File: src/rtl/my_rst_pkg.sv
// -----------------------------------------------------------------------------
// my_rst_pkg
// Shared types and helpers for the staged reset sequencer.
//   seq_state_e : sequencer FSM states
//   MAX_STAGES  : upper bound on the number of staged reset outputs
//   cnt_width() : width of a counter that must reach max(a, b)
// -----------------------------------------------------------------------------
package my_rst_pkg;

  typedef enum logic [1:0] {
    SEQ_RST = 2'd0,
    SEQ     = 2'd1,
    DONE    = 2'd2,
    SOFT    = 2'd3
  } seq_state_e;

  localparam int MAX_STAGES = 8;

  function automatic int cnt_width(int a, int b);
    int m;
    m = (a > b) ? a : b;
    return $clog2(m + 1);
  endfunction

endpackage

File: src/rtl/my_delay_counter.sv
// -----------------------------------------------------------------------------
// my_delay_counter
// Loadable up-counter used for both the stage spacing and the soft-reset
// hold time. Counts from 1; hit flags the cycle on which count equals limit
// and the counter is not frozen.
//   clk   : clock, rising edge
//   rst_n : synchronous active-low reset
//   clear : reload the count to 1 on the next edge
//   hold  : freeze the count (also suppresses hit)
//   limit : terminal count
//   hit   : count == limit and not held
// -----------------------------------------------------------------------------
module my_delay_counter #(
  parameter int CNT_W = 5
) (
  input  logic             clk,
  input  logic             rst_n,
  input  logic             clear,
  input  logic             hold,
  input  logic [CNT_W-1:0] limit,
  output logic             hit
);

  logic [CNT_W-1:0] count;

  // The reset value is 1 rather than 0 so that the edge on which rst_n is
  // first seen high already counts as the first delay cycle; that places the
  // first release STAGE_DLY-1 edges after reset exit, while every later
  // interval is a full STAGE_DLY edges.
  always_ff @(posedge clk) begin
    if (!rst_n) begin
      count <= CNT_W'(1);
    end else if (clear) begin
      count <= CNT_W'(1);
    end else if (!hold) begin
      count <= count + CNT_W'(1);
    end
  end

  assign hit = !hold && (count == limit);

endmodule

File: src/rtl/my_reset_sequencer.sv
// -----------------------------------------------------------------------------
// my_reset_sequencer
// Releases NUM_STAGES active-low resets one after another, STAGE_DLY cycles
// apart, then raises sys_ready. From the ready state a soft reset request
// pulls every stage back into reset for SOFT_RST_LEN cycles and re-runs the
// sequence without touching rst_n.
//   clk         : clock, rising edge
//   rst_n       : synchronous active-low reset, overrides everything
//   seq_hold    : freezes the delay counter while high
//   soft_req    : soft-reset request (only honoured when ready)
//   soft_ack    : one-cycle acknowledge of an accepted request
//   stage_rst_n : staged active-low resets, bit k released k-th
//   sys_ready   : all stages released and no soft reset in progress
//   stage_idx   : next stage to release, 0 when idle or done
// All outputs are registered.
// -----------------------------------------------------------------------------
module my_reset_sequencer
  import my_rst_pkg::*;
#(
  parameter int NUM_STAGES   = 3,
  parameter int STAGE_DLY    = 16,
  parameter int SOFT_RST_LEN = 8
) (
  input  logic                  clk,
  input  logic                  rst_n,
  input  logic                  seq_hold,
  input  logic                  soft_req,
  output logic                  soft_ack,
  output logic [NUM_STAGES-1:0] stage_rst_n,
  output logic                  sys_ready,
  output logic [2:0]            stage_idx
);

  localparam int CNT_W = cnt_width(STAGE_DLY, SOFT_RST_LEN);
  localparam logic [CNT_W-1:0] STAGE_LIM = CNT_W'(STAGE_DLY);
  localparam logic [CNT_W-1:0] SOFT_LIM  = CNT_W'(SOFT_RST_LEN);
  localparam logic [2:0]       LAST_IDX  = 3'(NUM_STAGES - 1);

  seq_state_e            state, state_next;
  logic [NUM_STAGES-1:0] stage_next;
  logic [2:0]            idx_next;
  logic                  ready_next;
  logic                  ack_next;

  logic                  cnt_clear;
  logic                  cnt_hold;
  logic [CNT_W-1:0]      cnt_limit;
  logic                  cnt_hit;
  logic [NUM_STAGES-1:0] release_mask;

  // One-hot mask selecting the stage that is released next.
  for (genvar gi = 0; gi < NUM_STAGES; gi++) begin : g_mask
    assign release_mask[gi] = (stage_idx == 3'(gi));
  end

  // Counter control depends only on state and seq_hold, never on hit, so it
  // is kept outside the FSM block to avoid a combinational loop through hit.
  // The reset-exit edge always counts; in DONE the counter is parked.
  assign cnt_hold  = (state == SEQ_RST) ? 1'b0 :
                     (state == DONE)    ? 1'b1 : seq_hold;
  assign cnt_limit = (state == SOFT) ? SOFT_LIM : STAGE_LIM;

  my_delay_counter #(
    .CNT_W (CNT_W)
  ) u_delay (
    .clk   (clk),
    .rst_n (rst_n),
    .clear (cnt_clear),
    .hold  (cnt_hold),
    .limit (cnt_limit),
    .hit   (cnt_hit)
  );

  always_ff @(posedge clk) begin
    if (!rst_n) begin
      state       <= SEQ_RST;
      stage_rst_n <= '0;
      stage_idx   <= 3'd0;
      sys_ready   <= 1'b0;
      soft_ack    <= 1'b0;
    end else begin
      state       <= state_next;
      stage_rst_n <= stage_next;
      stage_idx   <= idx_next;
      sys_ready   <= ready_next;
      soft_ack    <= ack_next;
    end
  end

  always_comb begin
    state_next = state;
    stage_next = stage_rst_n;
    idx_next   = stage_idx;
    ready_next = sys_ready;
    ack_next   = 1'b0;
    cnt_clear  = 1'b0;
    case (state)
      SEQ_RST: begin
        state_next = SEQ;
      end
      SEQ: begin
        if (cnt_hit) begin
          stage_next = stage_rst_n | release_mask;
          cnt_clear  = 1'b1;
          if (stage_idx == LAST_IDX) begin
            // Ready rises on the same edge as the last stage release.
            state_next = DONE;
            idx_next   = 3'd0;
            ready_next = 1'b1;
          end else begin
            idx_next = stage_idx + 3'd1;
          end
        end
      end
      DONE: begin
        // Leaving DONE on the ack guarantees one ack per DONE visit even
        // when soft_req is held high.
        if (soft_req) begin
          state_next = SOFT;
          stage_next = '0;
          ready_next = 1'b0;
          ack_next   = 1'b1;
          cnt_clear  = 1'b1;
        end
      end
      SOFT: begin
        if (cnt_hit) begin
          state_next = SEQ;
          idx_next   = 3'd0;
          cnt_clear  = 1'b1;
        end
      end
      default: begin
        state_next = SEQ_RST;
      end
    endcase
  end

endmodule
File: config.mk
export PLATFORM = sky130hd
export DESIGN_NAME = my_reset_sequencer
export DESIGN_NICKNAME = d
export VERILOG_FILES = /design/src/rtl/my_rst_pkg.sv /design/src/rtl/my_delay_counter.sv /design/src/rtl/my_reset_sequencer.sv
export SDC_FILE = /design/constraint.sdc
export NUM_CORES = 1
export LEC_CHECK = 0
export CAP_MARGIN = 15
export CORE_UTILIZATION = 35
export CTS_CLUSTER_SIZE = 28
export DETAILED_ROUTE_END_ITERATION = 6
export PLACE_DENSITY = 0.52
export SYNTH_ARGS = -nofsm -noshare
export SYNTH_HDL_FRONTEND = slang
export SYNTH_HIERARCHICAL = 1
export SYNTH_SLANG_ARGS = --single-unit
export TNS_END_PERCENT = 30
File: constraint.sdc
create_clock -name clk -period 2.7 [get_ports clk]
set_input_delay 0.405 -clock clk [delete_from_list [all_inputs] [get_ports clk]]
set_output_delay 0.405 -clock clk [all_outputs]
set_load 0.03 [all_outputs]
==> flow_summary.yaml <==
pwr:
  pwr-share-comb: 0.436
  p_int_mw: 0.482
  switching_share: 0.392
  p_seq_frac: 0.401
  p_switching_mw: 0.310
  pwr-share-clk: 0.163
  powerDensity_nw_per_um2: 765
  p_leak_nw: 0.388
  ir_drop_v: 0.000510
logic_synthesis:
  synth_area_leaders: "dfxtp_1 35%, ha_1 10%, nor2_1 5.2%, xnor2_1 5.1%, xor2_1 4.1%"
  yosys_warnings: 6
  synthDistinctLibCells: 34
  ys_seq_elements: 15
  avgSynthCellArea_sq_um: 9.14
  ys_async_sr_fraction: 0
  synth.top_cell.area_share: 0.349
  synthCells: 94
  ys.flop_type: "dfxtp_1"
  synth_commonest_cells: "15 x dfxtp_1, 12 x nor2_1, 7 x ha_1"
  synth-edff-count: 0
  syn_area_sq_um: 860
  yosysTopAreaCell: "dfxtp_1"
  yosysMostFrequentCell: "dfxtp_1"
  ys_seq_area_frac: 0.349
timing:
  timing.setup.tns_ns: 0
  skew_ns: 0.00263
  setup_viol: 0
  fin_crit_ns: 2.29
  max_slew_margin: 0.547
  max_freq_ghz: 0.436
  whs_ns: 0.478
  worst_slew_pin_slew_ns: 0.673
  min_period_over_period: 0.849
  rsz0062_at_grt: "false"
  final_hold_viol_count: 0
  drv_slew: 0
critical_path:
  worstSetupPathType: "register to register"
  cp-start-kind: "register"
  required_ns: 2.90
  r2r_end: "state[0]"
  crit_fanout: 8
  end_kind: "register"
  ff2ff_path_depth: 10
  arrival_ns: 2.49
  reg2reg_from: "state[0]"
  rrSetupSlack_ns: 0.41
global_route:
  track_usage: 0.141
  use_met2: 0.232
  grt_pass1_vias: 641
  grt_antenna_before_repair: 0
  grt_pass1_wl_um: 2770
  grtUsageMet1: 0.174
  grt_max_degree: 11
  busiest_layer: "met2"
  gr-total-overflow: 0
  use_met3: 0.0292
clock_tree:
  path_clk_slew_ns: 0.09
  cts_max_path_buffers: 2
  clkSinkCount: 15
  cts_tree: "done"
  post_cts_buffers: 0
  ctsResizeCount: 0
  htreeDepth: 1
  insertion_delay_ns: 0.28
  cts-buffers-inserted: 3
  cts_hold_buf: 0
  cts_root_buf: "clkbuf_4"
detailed_routing:
  dr.first_iter.drc_count: 5
  first_pass_iters: 3
  drt-vias-per-instance: 5.03
  drcViolationCount: 0
  post_drt_wl_per_cell_um: 11.8
  drt-total-wl_um: 1650
  ant_nets: 0
  dr_total_vias: 699
status:
  status: "finished clean"
layout:
  area_growth_pct: 20.4
  n_antenna_cell: 0
  finalNonFillerCells: 139
  fill_cells: 242
  nets: 123
  post_route_cells_drive_above_1_share: 0.0811
floorplan:
  rows: 17
  die_h_um: 51.6
  start_util: 0.381
  ioPinCount: 12
  die_x_um: 51.6
  die_area_sq_um: 2660
  core_area_sq_um: 2250
worst_hold_path:
  holdCritPathClass: "register to register"
  hold-path-cell-count: 2
  hold_end: "stage_rst_n[0]"
  hp-start: "stage_rst_n[0]"
flow_run:
  max_cap_violations: 0
placement:
  routabilityCongestion: 0.805
  io_buffers: 11
  dp_cells: 135
  hpwlAfterDp_um: 1200
## kinds of logic (layout without fill, tap and decap cells)
kind of cell | count (synthesis) | count (layout) | synth area share
multiplexers | 2 | 2 | 0.0233
adder cells (fa/ha/maj) | 7 | 7 | 0.102
XOR/XNOR | 9 | 9 | 0.0917
flip-flops | 15 | 15 | 0.349
other | 1 | 3 | 0.00436
buffers and inverters | 6 | 21 | 0.0349
AND/OR/NAND/NOR | 35 | 35 | 0.226
AO/OA/AOI/OAI | 19 | 19 | 0.169
## power groups by stage
stage	sequential (mW)	clock (mW)	combinational, mW
6_report	0.317	0.129	0.345
3_5_place_dp	0.322	0	0.340
2_1_floorplan	0.324	0	0.263
5_1_grt	0.324	0.145	0.385
4_1_cts	0.317	0.132	0.348
3_3_place_gp	0.323	0	0.333
## area by class of cell
type / instances / area [sq um] / area share
clock buffer: 4 / 26.3 / 0.0254
inverter: 5 / 18.8 / 0.0181
multi-input combinational: 75 / 537 / 0.519
sequential: 15 / 300 / 0.290
tap: 28 / 35.0 / 0.0339
timing repair buffer: 12 / 118 / 0.114
## worst max path at each step
stage / from / end / slack (ns) / cells after the start
after CTS: state[0] / state[0] / 0.38 / 10
after floorplan: state[0] / state[0] / 0.55 / 9
after global routing: state[0] / state[0] / 0.15 / 10
after global placement: state[0] / state[0] / 0.47 / 10
final: state[0] / state[0] / 0.41 / 10
after detailed placement: seq_hold / state[0] / 0.40 / 9
## flip-flops by register name, indices dropped and copies added, names as in the netlist
register and count:
u_delay/count 5, stage_rst_n 3, stage_idx 3, state 2, soft_ack 1, sys_ready 1
## layer usage
metal,up-vias,part of all wire
met1,326,0.48
met4,0,0.016
met2,9,0.47
li1,359,-
met5,-,0
met3,5,0.027
## through the flow
step / setup WS (ns) / cell area [sq um] / utilization / power (mW)
after floorplan: 0.547 / 867 / - / 0.587
after global placement: 0.467 / 1010 / 0.447 / 0.656
after detailed placement: 0.398 / 1010 / 0.447 / 0.662
after CTS: 0.375 / 1030 / 0.459 / 0.796
after global routing: 0.147 / 1030 / 0.459 / 0.854
final: 0.408 / 1030 / 0.459 / 0.792
## worst max-delay path: stages (launching register included)
cell and delay [ns]:
dfxtp_1 0.45, ha_1 0.32, inv_1 0.12, xnor2_1 0.16, nand4_1 0.11, nor3_1 0.18, buf_4 0.17, o21ba_2 0.18
a211oi_4 0.23, nor2_1 0.07, a211oi_1 0.22
## cells in the final DEF (no fill, tap or decap), types with 3 or more instances in the layout
cell,count
ha_1,7
xnor2_1,5
inv_1,5
conb_1,3
a21oi_1,5
nand2_1,5
clkbuf_4,3
dfxtp_1,15
o21ai_1,3
clkdlybuf4s50_1,11
nor2_1,12
nor3_1,3
xor2_1,4
Note: power is estimated with default switching activity, not from simulation.
